### src/rtl/vip_capture_scheduler.sv
// rtl/vip_capture_scheduler.sv - round-robin single-frame capture from three VIP taps onto one frame-buffer write port
module vip_capture_scheduler #(
  parameter int IMG_HDISP = 640,
  parameter int IMG_VDISP = 480,
  parameter int ADDR_W    = 20
) (
  input  logic              clk,
  input  logic              rst,
  input  logic              start,
  input  logic              abort,
  input  logic [2:0]        tap_mask,
  input  logic [2:0]        tap_vsync,
  input  logic [2:0]        tap_href,
  input  logic [2:0]        tap_clken,
  input  logic [23:0]       tap_data,
  output logic              wr_en,
  output logic [ADDR_W-1:0] wr_addr,
  output logic [7:0]        wr_data,
  output logic [1:0]        wr_tap,
  output logic              busy,
  output logic              done,
  output logic [2:0]        err,
  output logic [ADDR_W-1:0] frame_pixels
);
  localparam int FRAME = IMG_HDISP * IMG_VDISP;
  localparam logic [ADDR_W-1:0] FRAME_A = ADDR_W'(FRAME);

  typedef enum logic [1:0] {IDLE, ARM, CAP, NEXT} state_t;
  state_t state, state_n;

  logic [2:0]        mask, mask_n, vs_d, rise, fall, err_n;
  logic [1:0]        cur, cur_n, wr_tap_n, first_bit, next_bit;
  logic              has_next, pix_ok;
  logic [ADDR_W-1:0] pix_cnt, pix_cnt_n, wr_addr_n, frame_pixels_n, base, cnt_final;
  logic [7:0]        wr_data_n, cur_data;
  logic              wr_en_n, busy_n, done_n;

  assign rise     = tap_vsync & ~vs_d;
  assign fall     = ~tap_vsync & vs_d;
  assign pix_ok   = tap_href[cur] & tap_clken[cur];
  assign cur_data = tap_data[{cur, 3'b000} +: 8];

  assign first_bit = tap_mask[0] ? 2'd0 : (tap_mask[1] ? 2'd1 : 2'd2);

  always_comb begin
    has_next = 1'b0;
    next_bit = cur;
    case (cur)
      2'd0: begin
        if (mask[1]) begin has_next = 1'b1; next_bit = 2'd1; end
        else if (mask[2]) begin has_next = 1'b1; next_bit = 2'd2; end
      end
      2'd1: if (mask[2]) begin has_next = 1'b1; next_bit = 2'd2; end
      default: has_next = 1'b0;
    endcase
  end

  always_comb begin
    case (cur)
      2'd0:    base = '0;
      2'd1:    base = FRAME_A;
      default: base = FRAME_A + FRAME_A;
    endcase
  end

  always_comb begin
    state_n        = state;
    mask_n         = mask;
    cur_n          = cur;
    pix_cnt_n      = pix_cnt;
    err_n          = err;
    frame_pixels_n = frame_pixels;
    busy_n         = busy;
    done_n         = 1'b0;
    wr_en_n        = 1'b0;
    wr_addr_n      = wr_addr;
    wr_data_n      = wr_data;
    wr_tap_n       = wr_tap;
    cnt_final      = pix_cnt;
    // abort outranks any same-cycle vsync edge or pixel
    if (abort && state != IDLE) begin
      state_n = IDLE;
      busy_n  = 1'b0;
    end else begin
      case (state)
        IDLE: if (start) begin
          mask_n = tap_mask;
          err_n  = '0;
          if (tap_mask == 3'b000) begin
            done_n = 1'b1;
          end else begin
            cur_n   = first_bit;
            state_n = ARM;
            busy_n  = 1'b1;
          end
        end
        ARM: if (rise[cur]) begin
          pix_cnt_n = '0;
          state_n   = CAP;
        end
        CAP: begin
          if (pix_ok) begin
            if (pix_cnt < FRAME_A) begin
              wr_en_n   = 1'b1;
              wr_addr_n = base + pix_cnt;
              wr_data_n = cur_data;
              wr_tap_n  = cur;
              pix_cnt_n = pix_cnt + ADDR_W'(1);
              cnt_final = pix_cnt + ADDR_W'(1);
            end else begin
              err_n[cur] = 1'b1;
            end
          end
          if (fall[cur]) begin
            frame_pixels_n = cnt_final;
            if (cnt_final != FRAME_A) err_n[cur] = 1'b1;
            state_n = NEXT;
          end
        end
        NEXT: begin
          if (has_next) begin
            cur_n   = next_bit;
            state_n = ARM;
          end else begin
            state_n = IDLE;
            done_n  = 1'b1;
            busy_n  = 1'b0;
          end
        end
        default: state_n = IDLE;
      endcase
    end
  end

  always_ff @(posedge clk) begin
    if (rst) begin
      state        <= IDLE;
      mask         <= '0;
      cur          <= '0;
      pix_cnt      <= '0;
      vs_d         <= '0;
      err          <= '0;
      frame_pixels <= '0;
      busy         <= 1'b0;
      done         <= 1'b0;
      wr_en        <= 1'b0;
      wr_addr      <= '0;
      wr_data      <= '0;
      wr_tap       <= '0;
    end else begin
      state        <= state_n;
      mask         <= mask_n;
      cur          <= cur_n;
      pix_cnt      <= pix_cnt_n;
      vs_d         <= tap_vsync;
      err          <= err_n;
      frame_pixels <= frame_pixels_n;
      busy         <= busy_n;
      done         <= done_n;
      wr_en        <= wr_en_n;
      wr_addr      <= wr_addr_n;
      wr_data      <= wr_data_n;
      wr_tap       <= wr_tap_n;
    end
  end
endmodule

### config.mk
export PLATFORM = sky130hd
export DESIGN_NAME = vip_capture_scheduler
export DESIGN_NICKNAME = d
export VERILOG_FILES = /design/src/rtl/vip_capture_scheduler.sv
export SDC_FILE = /design/constraint.sdc
export NUM_CORES = 1
export LEC_CHECK = 0
export BUFFER_PORTS_ARGS = -buffer_cell sky130_fd_sc_hd__buf_4
export CAP_MARGIN = 20
export CORE_ASPECT_RATIO = 1.75
export CORE_UTILIZATION = 40
export CTS_CLUSTER_DIAMETER = 60
export DETAILED_ROUTE_END_ITERATION = 6
export SETUP_SLACK_MARGIN = 0.02
export SLEW_MARGIN = 20
export SYNTH_ARGS = -nofsm -noshare
export SYNTH_HDL_FRONTEND = slang
export SYNTH_SLANG_ARGS = --single-unit
### constraint.sdc
create_clock -name clk -period 4.6 [get_ports clk]
set_clock_uncertainty 0.2 [all_clocks]
set_input_delay 0.23 -clock clk [delete_from_list [all_inputs] [get_ports clk]]
set_output_delay 0.23 -clock clk [all_outputs]
set_load 0.005 [all_outputs]
==> reports/metrics.json <==
{
  "outcome": {
    "status": "finished clean"
  },
  "clocking": {
    "ctsRootBufferMaster": "clkbuf_16",
    "cts-root-to-sink-buffers": 2,
    "postCtsSetupRepairBufs": 0,
    "clk_transition_reported_paths_ns": 0.07,
    "cts.htree.levels": 3,
    "cts_tree": "built",
    "cts-buffers-inserted": 9,
    "clkLatencyLatePin_ns": 0.34,
    "cts.sink_count": 85
  },
  "place": {
    "io_buffer_count": 95,
    "post-place-cells": 734,
    "dp_hpwl_microns": 9090,
    "pre_cts_slack_ns": 1.42,
    "placed_cell_area_sq_um": 5120,
    "routability_congestion_estimate": 0.904
  },
  "synthesis": {
    "synth_seq_area_share": 0.388,
    "synth_edf_count": 0,
    "synth_largest_type_area_fraction": 0.388,
    "synth_top_area_cell": "dfxtp_1",
    "synth-warning-count": 0,
    "async_flop_share": 0,
    "yosys_register_bits": 85,
    "postSynthCellCount": 545,
    "yosys_most_used_dff": "dfxtp_1",
    "syn-mean-instance-area_sq_um": 8.04,
    "synth_cell_types": 63,
    "post_synth_instance_area_sq_um": 4380,
    "synth.area.top_cells": "dfxtp_1, nor2_1, nand2_1",
    "synth_fp_nets": 597
  },
  "sta": {
    "fmax_mhz": 313,
    "final.min_clock_period_ns": 3.19,
    "fin_tns_setup_ns": 0,
    "finalSetupViolations": 0,
    "layout_worst_path_cycle_share": 0.694,
    "postLayoutSetupSlackWorst_ns": 1.41,
    "worst_slew_margin_rel": 0.386,
    "grt_setup_unrepaired": "no",
    "hold_vio_cnt_final": 0,
    "timing_max_transition_violations_final": 0,
    "tightest_slew_ns": 0.913
  },
  "route": {
    "postRouteAntennaNets": 0,
    "vias": 4229,
    "detail_route.wirelength_microns": 12500,
    "wl_per_cell_microns": 16.4,
    "detailedRoute.firstIterationViolations": 191,
    "vias_per_cell": 5.56,
    "dr.pass1.iters": 4,
    "post_route_drc_violation_count": 0
  },
  "setup_path": {
    "cp.required_ns": 4.60,
    "crit_type": "reg2reg",
    "startpoint_type": "flop",
    "cpPeakStageDelay_ns": 0.78,
    "cp_cell_sequence": "nand2b_1 > inv_2 > nand3b_1 > o211a_1 > or2_1 > o21ai_0 > a32oi_1 > nor2_1",
    "crit_path_max_fanout": 25,
    "worst_ep_arrival_time_ns": 3.19,
    "slowest_stage": "dfxtp_1",
    "worst_setup_path_end_kind": "flop"
  },
  "power_and_ir_drop": {
    "static-leakage-power_nw": 2.07,
    "vdd_drop_max_mv": 0.285,
    "p_per_area_nw_per_um2": 418
  },
  "final_layout": {
    "postLayoutCellArea_sq_um": 5570,
    "design.final.nets": 678,
    "mostFrequentLayoutCells": "buf_4, dfxtp_1, nand2_1, nor2_1, a21oi_1",
    "share_of_final_layout_standard_cells_stronger_than_drive_strength_1": 0.219,
    "area_growth_pct": 27.1,
    "insertedDiodeCount": 0,
    "fin_cells": 761,
    "mostFrequentLayoutCell": "buf_4"
  },
  "global_route": {
    "grt_remaining_overflow": 0,
    "grt_antenna_before_repair": 0,
    "grt_start_max_net_pins": 81,
    "wire_length_of_the_first_global_routing_pass_microns": 20000,
    "global_route.usage.total": 0.231,
    "first_global_vias": 4072
  },
  "die": {
    "initial_utilization": 0.410,
    "num_io_pins": 96,
    "fp.dieH_microns": 140,
    "fp.dieW_microns": 81.1,
    "row_count": 50,
    "core-area_sq_um": 10700,
    "fp.dieArea_sq_um": 11400
  },
  "flow_run": {
    "drv.max_cap_violation_count": 0
  },
  "hold_path": {
    "hp-class": "in2reg"
  }
}
metrics by stage:
stage,power (W),hold slack (ns),utilization
after floorplan,0.00130,0.158,-
after global placement,0.00150,0.243,0.478
after detailed placement,0.00151,0.249,0.478
after CTS,0.00235,0.000686,0.521
after global routing,0.00245,0.0463,0.521
final,0.00233,0.00252,0.521
area by class of cell:
cell class	count	area, sq um
clock buffer	12	267
clock inverter	4	77.6
fill	1050	5130
inverter	13	48.8
multi-input combinational	408	2470
sequential	85	1700
tap	130	163
timing repair buffer	109	846
where the power goes:
part,internal [W],switching (W),leakage (nW)
sequential,0.000779,0.0000585,0.687
combinational,0.000248,0.000423,1.22
clock,0.000523,0.000297,0.169
total,0.00155,0.000779,2.07
cell families (layout without fill, tap and decap cells):
kind of cell	after synthesis	count (layout)	synth area share
multiplexers	11	11	0.0277
buffers and inverters	52	138	0.0511
flip-flops	85	85	0.388
adder cells (fa/ha/maj)	12	12	0.0360
AO/OA/AOI/OAI	131	131	0.198
AND/OR/NAND/NOR	228	228	0.247
XOR/XNOR	26	26	0.0520
repair_timing:
item	CTS	global route
endpoints found under the hold margin	9	0
hold buffers	11	0
resized for setup	0	0
state kept, by name (all words and copies together) (netlist names):
signal / count
frame_pixels: 20
pix_cnt: 20
wr_addr: 20
wr_data: 8
err: 3
vs_d: 3
cur: 2
mask: 2
state: 2
wr_tap: 2
busy: 1
done: 1
wr_en: 1
path summary, 6_finish.rpt:
path                                     to    startpoint  slack (ns)  cells after the start
worst min register to register  wr_addr[15]   wr_addr[15]        0.25                      2
worst max-delay path             pix_cnt[1]        cur[1]        1.41                      8
worst min-delay path             wr_data[2]  tap_data[10]       0.003                      3
worst max register to register   pix_cnt[1]        cur[1]        1.41                      8
synthesized netlist by cell type, drive strengths merged (5+ instances only):
library cell,instances
xor2,8
buf,13
ha,11
nor4,7
inv,12
nand2b,5
nor2,74
dfxtp,85
a211oi,23
o21ai,24
nand2,71
a221oi,10
nor2b,7
clkbuf,26
nand3,14
xnor2,18
mux2,9
a21oi,47
nor3,21
nand4,6
worst max-delay path, delay by kind of cell, from the launching register on:
family	cells	cell delay, ns
compound gates	3	0.71
buf+inv	1	0.16
flops	1	0.78
simple gates	4	1.19
metal layers:
layer / routed length (microns) / vias up / track usage / share of wire
met5: 0 / - / 0 / 0
met4: 463 / 0 / 0.120 / 0.037
met3: 410 / 30 / 0.0410 / 0.033
met2: 6810 / 107 / 0.414 / 0.54
met1: 4810 / 2009 / 0.249 / 0.39
li1: - / 2083 / - / -
(Power assumes the default switching activity.)
